[config.mk]
export PLATFORM = sky130hd
export DESIGN_NAME = de0_board_io_cond
export DESIGN_NICKNAME = d
export VERILOG_FILES = /design/src/rtl/de0_board_io_cond.sv
export SDC_FILE = /design/constraint.sdc
export NUM_CORES = 1
export LEC_CHECK = 0
export CAP_MARGIN = 0
export CORE_ASPECT_RATIO = 1.25
export CORE_MARGIN = 3
export CORE_UTILIZATION = 55
export CTS_BUF_LIST = sky130_fd_sc_hd__clkbuf_8
export DETAILED_ROUTE_END_ITERATION = 10
export HOLD_SLACK_MARGIN = 0.05
export PLACE_DENSITY = 0.72
export SLEW_MARGIN = 20
export SYNTH_ARGS = -nofsm -noshare
export SYNTH_HDL_FRONTEND = slang
export SYNTH_SLANG_ARGS = --single-unit
[constraint.sdc]
create_clock -name clk -period 2.06 [get_ports clk]
set_clock_uncertainty 0.05 [all_clocks]
set_input_delay 0.309 -clock clk [delete_from_list [all_inputs] [get_ports clk]]
set_output_delay 0.309 -clock clk [all_outputs]
set_load 0.1 [all_outputs]
[src/rtl/de0_board_io_cond.sv]
// Input conditioning for DE0 buttons and switches: 2-flop sync, debounce, edge strobes,
// and a stretched system reset driven by one of the buttons.
module de0_board_io_cond #(
  parameter int unsigned N_BTN      = 3,
  parameter int unsigned N_SW       = 10,
  parameter int unsigned DEB_CYCLES = 50000,
  parameter int unsigned RST_BTN    = 0,
  parameter int unsigned RST_CYCLES = 1024
) (
  input  logic             clk,
  input  logic             rst_n,
  input  logic [N_BTN-1:0] btn_in,
  input  logic [N_SW-1:0]  sw_in,
  output logic [N_BTN-1:0] btn_prs,
  output logic [N_BTN-1:0] btn_dn,
  output logic [N_BTN-1:0] btn_up,
  output logic [N_SW-1:0]  sw_lvl,
  output logic             sw_chg,
  output logic             sys_rst_n
);

  localparam int unsigned CW = $clog2(DEB_CYCLES + 1);
  localparam int unsigned RW = $clog2(RST_CYCLES + 1);
  localparam logic [CW-1:0] DEB_LAST = CW'(DEB_CYCLES - 1);
  localparam logic [RW-1:0] RST_LAST = RW'(RST_CYCLES - 1);

  typedef enum logic [1:0] {HOLD, COUNT, RUN} rst_state_t;

  logic [N_BTN-1:0] btn_s1, btn_s2, btn_d, btn_upd;
  logic [CW-1:0]    btn_cnt [N_BTN];
  logic [N_SW-1:0]  sw_s1, sw_s2, sw_d, sw_upd;
  logic [CW-1:0]    sw_cnt [N_SW];

  rst_state_t state, state_next;
  logic [RW-1:0] rcnt, rcnt_next;

  // A channel accepts its synced level once it has differed from d for DEB_CYCLES clocks.
  always_comb begin
    btn_upd = '0;
    for (int unsigned i = 0; i < N_BTN; i++)
      btn_upd[i] = (btn_s2[i] != btn_d[i]) && (btn_cnt[i] == DEB_LAST);
    sw_upd = '0;
    for (int unsigned i = 0; i < N_SW; i++)
      sw_upd[i] = (sw_s2[i] != sw_d[i]) && (sw_cnt[i] == DEB_LAST);
  end

  always_ff @(posedge clk or negedge rst_n) begin
    if (!rst_n) begin
      btn_s1 <= '1;
      btn_s2 <= '1;
      btn_d  <= '1;
      btn_dn <= '0;
      btn_up <= '0;
      for (int unsigned i = 0; i < N_BTN; i++) btn_cnt[i] <= '0;
    end else begin
      btn_s1 <= btn_in;
      btn_s2 <= btn_s1;
      btn_d  <= btn_d ^ btn_upd;
      btn_dn <= btn_upd & ~btn_s2;
      btn_up <= btn_upd & btn_s2;
      for (int unsigned i = 0; i < N_BTN; i++) begin
        if ((btn_s2[i] == btn_d[i]) || btn_upd[i]) btn_cnt[i] <= '0;
        else                                       btn_cnt[i] <= btn_cnt[i] + CW'(1);
      end
    end
  end

  always_ff @(posedge clk or negedge rst_n) begin
    if (!rst_n) begin
      sw_s1  <= '0;
      sw_s2  <= '0;
      sw_d   <= '0;
      sw_chg <= 1'b0;
      for (int unsigned i = 0; i < N_SW; i++) sw_cnt[i] <= '0;
    end else begin
      sw_s1  <= sw_in;
      sw_s2  <= sw_s1;
      sw_d   <= sw_d ^ sw_upd;
      sw_chg <= |sw_upd;
      for (int unsigned i = 0; i < N_SW; i++) begin
        if ((sw_s2[i] == sw_d[i]) || sw_upd[i]) sw_cnt[i] <= '0;
        else                                    sw_cnt[i] <= sw_cnt[i] + CW'(1);
      end
    end
  end

  assign btn_prs = ~btn_d;
  assign sw_lvl  = sw_d;

  always_ff @(posedge clk or negedge rst_n) begin
    if (!rst_n) begin
      state <= HOLD;
      rcnt  <= '0;
    end else begin
      state <= state_next;
      rcnt  <= rcnt_next;
    end
  end

  always_comb begin
    state_next = state;
    rcnt_next  = rcnt;
    if (btn_prs[RST_BTN]) begin
      state_next = HOLD;
      rcnt_next  = '0;
    end else begin
      unique case (state)
        HOLD: begin
          state_next = COUNT;
          rcnt_next  = '0;
        end
        COUNT: begin
          if (rcnt == RST_LAST) begin
            state_next = RUN;
            rcnt_next  = '0;
          end else begin
            rcnt_next = rcnt + RW'(1);
          end
        end
        RUN: ;
        default: begin
          state_next = HOLD;
          rcnt_next  = '0;
        end
      endcase
    end
  end

  // Gating with the debounced button drops the reset in the same cycle the press is accepted,
  // one clock ahead of the FSM leaving RUN; deassertion still only follows the registered state.
  assign sys_rst_n = (state == RUN) && !btn_prs[RST_BTN];

endmodule

==> reports/results.tsv, run 1 <==
stage	metric	value	unit
status	status	complete, no violations	
floorplanning	die-area	23570	sq um
route	post-route-drc-count	0	
route	vias_per_cell	5.264	
logic_synthesis	avgSynthCellArea	10.35	sq um
sta	relSlewSlack	0.5938	
sta	clock.fmax	512.0	MHz
logic_synthesis	ys_types	45	
clocking	clk_latency	540	ps
global_route	grt_antenna_before_repair	0	
floorplanning	coreArea	21110	sq um
critical_path	crit_path_max_fanout	6	
clocking	clkTransAtPathRegs	60	ps
sta	tightest_slew	603.8	ps
floorplanning	start_util	0.5668	
pwr	powerDensity	773.6	nW/um^2
route	drtIter0Drc	377	
floorplanning	die_h	170.9	microns
cells_and_area	syn_to_final_growth	15.49	%
clocking	numCtsBuffers	43	
pwr	power_leakage	6.206	nW
cells_and_area	fin_nets	1280	
clocking	cts_tree	yes	
sta	finalSetupViolations	0	
critical_path	cp-start-kind	register	
sta	period_needed	1953	ps
logic_synthesis	synth_area	11970	sq um
cells_and_area	diodes	0	
cells_and_area	final_cells	1559	
global_route	grtUsageTotal	0.1877	
cells_and_area	multi_input_area	5137	sq um
floorplanning	rows	59	
route	dr.pass1.iters	4	
logic_synthesis	netlist.area_leader.share	0.5395	
placed_design	place.port_buffers	35	
sta	rsz0062_at_grt	no	
cells_and_area	drive_above_1_share	0.1214	
placed_design	place_congestion	0.8262	
logic_synthesis	syn_inst	1156	
logic_synthesis	yosys-top-cells-area	dfrtp_1 54%, xnor2_1 8.2%, nor2_1 7.3%, xor2_1 6.4%, nand3_1 4.5%	
global_route	grt_max_degree	78	
critical_path	worstPathCellList	inv_2 > nor2_4 > buf_6 > buf_12	
logic_synthesis	synthMostInstantiatedCell	dfrtp_1	
sta	fin_tns_setup	0	ps
critical_path	required	1700	ps
critical_path	critical_path.top_delay_family	flip-flops	
route	via_count	8206	
logic_synthesis	synth_edf_count	0	
sta	drv_slew	0	
critical_path	reg2reg_slack	130	ps
global_route	grt_pass1_vias	8380	
clocking	cts_buffer_depth	3	
global_route	grt-ovfl-total	0	
logic_synthesis	synth_area_leader_cell	dfrtp_1	
critical_path	max_stage_delay	540	ps
flow_run	max-cap-violations	0	
route	post_drt_wl_per_cell	13.33	microns
critical_path	crit_type	reg2out	
critical_path	end_kind	primary output	
logic_synthesis	yosys-top-cells-count	258 x dfrtp_1, 233 x nor2_1, 112 x xnor2_1, 107 x nand3_1, 88 x xor2_1	
logic_synthesis	synth_fp_nets	1185	
cells_and_area	regArea	6693	sq um
clocking	htree_levels	2	
cells_and_area	num-fill-cells	1722	
clocking	clock-sinks	267	
critical_path	cp_num_buf_inv	3	
route	ant_nets	0	
logic_synthesis	synth-seq-area-share	0.5593	
placed_design	dp_cells	1478	
placed_design	post-dp-hpwl	14030	microns
critical_path	crit_slowest_cell	dfstp_2	
pwr	ir_drop	0.0008280	V
route	wirelength	20780	microns
sta	finalCritPeriodShare	0.9481	
logic_synthesis	synthArstFlopShare	1.000	
logic_synthesis	synth.ff_latch_count	267	
floorplanning	fp.dieW	137.9	microns
logic_synthesis	yosys_warnings	0	
pwr	finalPower	10.69	mW
critical_path	crit_arrival	1590	ps
sta	hold_viol	0	
floorplanning	io_pins	36	
global_route	grt_pass1_wl	37090	microns
clocking	cts_root_buf	clkbuf_8	
placed_design	place_ws	134.1	ps
hold_path	hold_path.class	in2reg	
sta	fin_ws	106.8	ps
logic_synthesis	synth_ff_type	dfrtp_1	
==> final timing paths <==
path / startpoint / to / cells past startpoint
worst max-delay path: register / sys_rst_n / 4
worst min-delay path: btn_in[0] / btn_s1[0] / 1
worst max register to register: sw_cnt[16] / register / 5
worst min register to register: sw_s1[6] / sw_s2[6] / 0
max in group asynchronous: rst_n / sw_cnt[9] / 3
min in group asynchronous: rst_n / sw_cnt[70] / 2
==> through the flow <==
stage	hold WS (ps)	utilization	cell area, sq um
floorplan	-36.59	-	11970
global placement	155.8	0.6079	12830
detailed placement	155.8	0.6079	12830
CTS	81.45	0.6544	13820
global route	98.52	0.6546	13820
finish	124.1	0.6546	13820
==> repair_timing <==
| action | 4_1_cts | 5_1_grt |
|---|---|---|
| hold buffers | 1 | 0 |
| setup endpoints to repair | 1 | 1 |
| setup buffers | 1 | 0 |
| resized for setup | 4 | 1 |
| endpoints found under the hold margin | 258 | 0 |
==> logic make-up after synthesis <==
family          share of synthesized area
simple gates                       0.2411
flops                              0.5593
xor+xnor                           0.1464
buf+inv                           0.01223
compound gates                    0.01192
mux                               0.01443
fa+ha+maj                         0.01464
==> metal layers <==
metal	vias up	track usage	share of wire
met5	-	0	0
met4	0	0.06532	0.024
met3	43	0.04000	0.039
met2	114	0.3165	0.49
met1	3950	0.2409	0.44
li1	4099	-	-
==> worst reg2reg max path: cells and delay by family (launching register included) <==
family	cells	cell delay, ps
and+or+nand+nor	3	920
DFF	1	360
muxes	1	310
adders and majority gates	1	180
==> power breakdown <==
part           leakage, nW  switching (mW)  internal, mW
registers             3.62          0.0682          5.34
logic                 2.05           0.215         0.127
clock network        0.530            2.08          2.86
==> state kept, by name, indices dropped and copies added (netlist names), named ones only <==
name and cells:
rcnt 11, sw_s2 10, sw_s1 10, state 2, sw_cnt 160, btn_up 3, btn_s2 3, btn_s1 3
btn_dn 3, btn_cnt 48, sw_chg 1
==> cell usage in the layout (no fill, tap or decap), types with 5 or more instances in the layout <==
| master | n |
|---|---|
| and3_1 | 55 |
| buf_12 | 6 |
| buf_4 | 43 |
| bufinv_16 | 5 |
| clkbuf_8 | 50 |
| clkdlybuf4s50_1 | 13 |
| clkinv_2 | 8 |
| dfrtp_1 | 258 |
| dfstp_2 | 9 |
| ha_1 | 14 |
| inv_1 | 33 |
| mux2_2 | 14 |
| nand2_1 | 76 |
| nand3_1 | 107 |
| nand4_1 | 19 |
| nor2_1 | 232 |
| nor3_1 | 47 |
| nor4_1 | 12 |
| nor4b_1 | 13 |
| o21ai_0 | 6 |
| or2_2 | 6 |
| or3_1 | 9 |
| xnor2_1 | 112 |
| xor2_1 | 88 |
==> area by class of cell <==
class / count / share of cell area
tap: 274 / 0.02481
sequential: 267 / 0.4843
clock buffer: 50 / 0.04980
inverter: 22 / 0.005976
multi-input combinational: 852 / 0.3718
timing repair buffer: 65 / 0.04409
clock inverter: 29 / 0.01928
(Power assumes the default switching activity.)
==> inputs of run 2 (changes only) <==
Settings changed: TNS_END_PERCENT from default to 30.
==> results of run 2 <==
Final layout, timing and power as in run 1 (identical DEF).
==> inputs of run 3 (changes only) <==
Settings changed: CTS_BUF_LIST sky130_fd_sc_hd__clkbuf_8 to default.
==> run 3 against run 2 <==
  * Via count is 1.5% lower
  * Sequential share of layout area hardly changed
  * Register-to-register slack about the same
  * Final cell count is 1.9% lower
  * Final area hardly changed
  * Count of clock-buffer cells in the layout decreased by 19
  * Hold slack improved by 9.3 ps
  * Critical endpoint unchanged
  * Clock power up 5.1%
  * Worst setup slack got worse by 12 ps
  * Total power grew 2.3%
  * Wire length decreased by 0.49%
  * Combinational power barely moved
==> reports/results.tsv, run 3 (synthesis results as in run 1) <==
stage	metric	value	unit	change
route	dr.pass1.iters	4		unchanged
critical_path	timing.rr.start	sw_cnt[16]		
critical_path	worstPathCellList	inv_2 > nor2_4 > buf_4 > buf_12		
status	status	complete, no violations		
route	post-route-drc-count	0		unchanged
pwr	swShare	0.2119		-0.008796
sta	finalCritPeriodShare	0.9540		+0.005836
global_route	use_met2	0.3226		+0.006160
floorplanning	die_h	170.9	microns	unchanged
placed_design	place.port_buffers	35		unchanged
hold_path	min_from	btn_in[0]		
pwr	powerDensity	791.1	nW/um^2	+2.3%
cells_and_area	drive_above_1_share	0.1092		-0.01224
cells_and_area	largest_register	sw_cnt		
floorplanning	start_util	0.5668		unchanged
sta	period_needed	1965	ps	+12.02 ps
clocking	clock-sinks	267		unchanged
cells_and_area	final_core_util	0.6547		about the same
pwr	p_switching	2.317	mW	-1.8%
sta	clock.fmax	508.9	MHz	-0.61%
sta	relSlewSlack	0.6009		+0.007149
clocking	cts_root_buf	clkbuf_16		
critical_path	endpoint	sys_rst_n		
cells_and_area	final_cell_mix	258 x dfrtp_1, 232 x nor2_1, 112 x xnor2_1, 107 x nand3_1, 88 x xor2_1		
sta	finalSetupViolations	0		unchanged
critical_path	end_kind	primary output		
sta	tightest_slew	593.2	ps	-10.63 ps
clocking	cts_tree	yes		
global_route	use_met1	0.2460		+0.005109
cells_and_area	syn_to_final_growth	15.51	%	about the same
pwr	power_frac_seq	0.494		-0.012
cells_and_area	diodes	0		unchanged
global_route	grtUsageTotal	0.1864		-0.001250
critical_path	crit_slowest_cell	dfstp_2		
pwr	clockPowerShare	0.474		+0.012
floorplanning	fp.dieW	137.9	microns	unchanged
critical_path	reg2reg_slack	130	ps	about the same
critical_path	crit_type	reg2out		
critical_path	required	1700	ps	about the same
route	ant_nets	0		unchanged
placed_design	place_area	12830	sq um	unchanged
clocking	numCtsBuffers	27		-37%
floorplanning	die-area	23570	sq um	unchanged
hold_path	hold_path.class	in2reg		
floorplanning	rows	59		unchanged
sta	fin_tns_setup	0	ps	unchanged
sta	hold_viol	0		unchanged
critical_path	ff2ff_path_depth	5		unchanged
clocking	clk_latency	530	ps	about the same
route	via_count	8079		-1.5%
critical_path	crit_arrival	1610	ps	+20 ps
global_route	grt.busiest_layer	met2		
cells_and_area	fin_area	13820	sq um	about the same
route	post_drt_wl_per_cell	13.52	microns	+1.5%
route	drtIter0Drc	411		+9.0%
cells_and_area	fin_nets	1264		-1.3%
placed_design	place_congestion	0.8262		unchanged
global_route	grt_pass1_vias	8229		-1.8%
placed_design	dp_cells	1478		unchanged
global_route	grt_pass1_wl	37070	microns	about the same
critical_path	max_stage_delay	540	ps	about the same
sta	rsz0062_at_grt	no		
clocking	cts_buffer_depth	3		unchanged
global_route	grt_antenna_before_repair	0		unchanged
pwr	ir_drop	0.0009464	V	+14%
cells_and_area	final_cells	1529		-1.9%
critical_path	cp-start-kind	register		
flow_run	max-cap-violations	0		unchanged
cells_and_area	reg.largest.list	sw_cnt: 160 flops, btn_cnt: 48 flops, rcnt: 11 flops		
pwr	pwr-share-comb	0.031		about the same
cells_and_area	largest_reg_flops	160		unchanged
critical_path	crit_path_max_fanout	6		unchanged
route	vias_per_cell	5.284		+0.38%
clocking	clkTransAtPathRegs	60	ps	about the same
sta	drv_slew	0		unchanged
cells_and_area	final_common_cell	dfrtp_1		
placed_design	post-dp-hpwl	14030	microns	unchanged
floorplanning	coreArea	21110	sq um	unchanged
clocking	htree_levels	1		-1
pwr	power_leakage	6.138	nW	-1.1%
global_route	grt-ovfl-total	0		unchanged
global_route	grt_max_degree	78		unchanged
floorplanning	io_pins	36		unchanged
global_route	grt.met3_usage	0.02824		-0.01176
pwr	internal_power	8.618	mW	+3.4%
route	wirelength	20680	microns	-0.49%
==> run 3: critical path, delay by kind of cell, from the launching register on <==
| family | cells | cell delay [ps] |
|---|---|---|
| DFF | 1 | 540 |
| buffers and inverters | 3 | 410 |
| and+or+nand+nor | 1 | 130 |
==> run 3: area by class of cell <==
class / count / area [sq um]
inverter: 22 / 82.58
fill: 1710 / 7291
sequential: 267 / 6693
clock inverter: 18 / 240.2
tap: 274 / 342.8
timing repair buffer: 65 / 605.6
multi-input combinational: 852 / 5137
clock buffer: 31 / 720.7
==> run 3: worst min-delay path by stage <==
stage / cells past startpoint / to / slack [ps]
2_1_floorplan: 0 / asynchronous set/reset pin / -40
3_3_place_gp: 1 / sw_s2[6] / 160
3_5_place_dp: 1 / sw_cnt[70] / 160
4_1_cts: 1 / btn_s1[0] / 110
5_1_grt: 1 / btn_s1[1] / 120
6_report: 1 / btn_s1[0] / 130
==> run 3: per-stage QoR <==
stage	setup WS (ps)	hold slack, ps	power, mW
6_report	94.79	133.4	10.93
5_1_grt	7.939	122.6	11.39
3_3_place_gp	147.7	155.8	5.846
2_1_floorplan	50.36	-36.59	5.639
3_5_place_dp	134.1	155.8	5.854
4_1_cts	60.27	109.4	11.11
==> run 3: timing repair <==
action	in CTS	in global routing
endpoints found under the hold margin	258	0
pin swaps	0	0
setup buffers	1	0
hold buffers	1	0
gates resized for setup	3	1
endpoints found under the setup margin	1	1
==> run 3: layer usage <==
layer,part of all wire,up-vias
li1,-,4060
met1,0.45,3917
met2,0.50,76
met3,0.030,26
met4,0.019,0
met5,0,-
==> run 3: power groups by stage <==
stage | clock network [mW] | logic [mW] | registers, mW
after floorplan | 0 | 0.154 | 5.49
after global placement | 0 | 0.349 | 5.50
after detailed placement | 0 | 0.352 | 5.50
after CTS | 5.34 | 0.357 | 5.41
after global routing | 5.57 | 0.405 | 5.41
final | 5.19 | 0.342 | 5.41
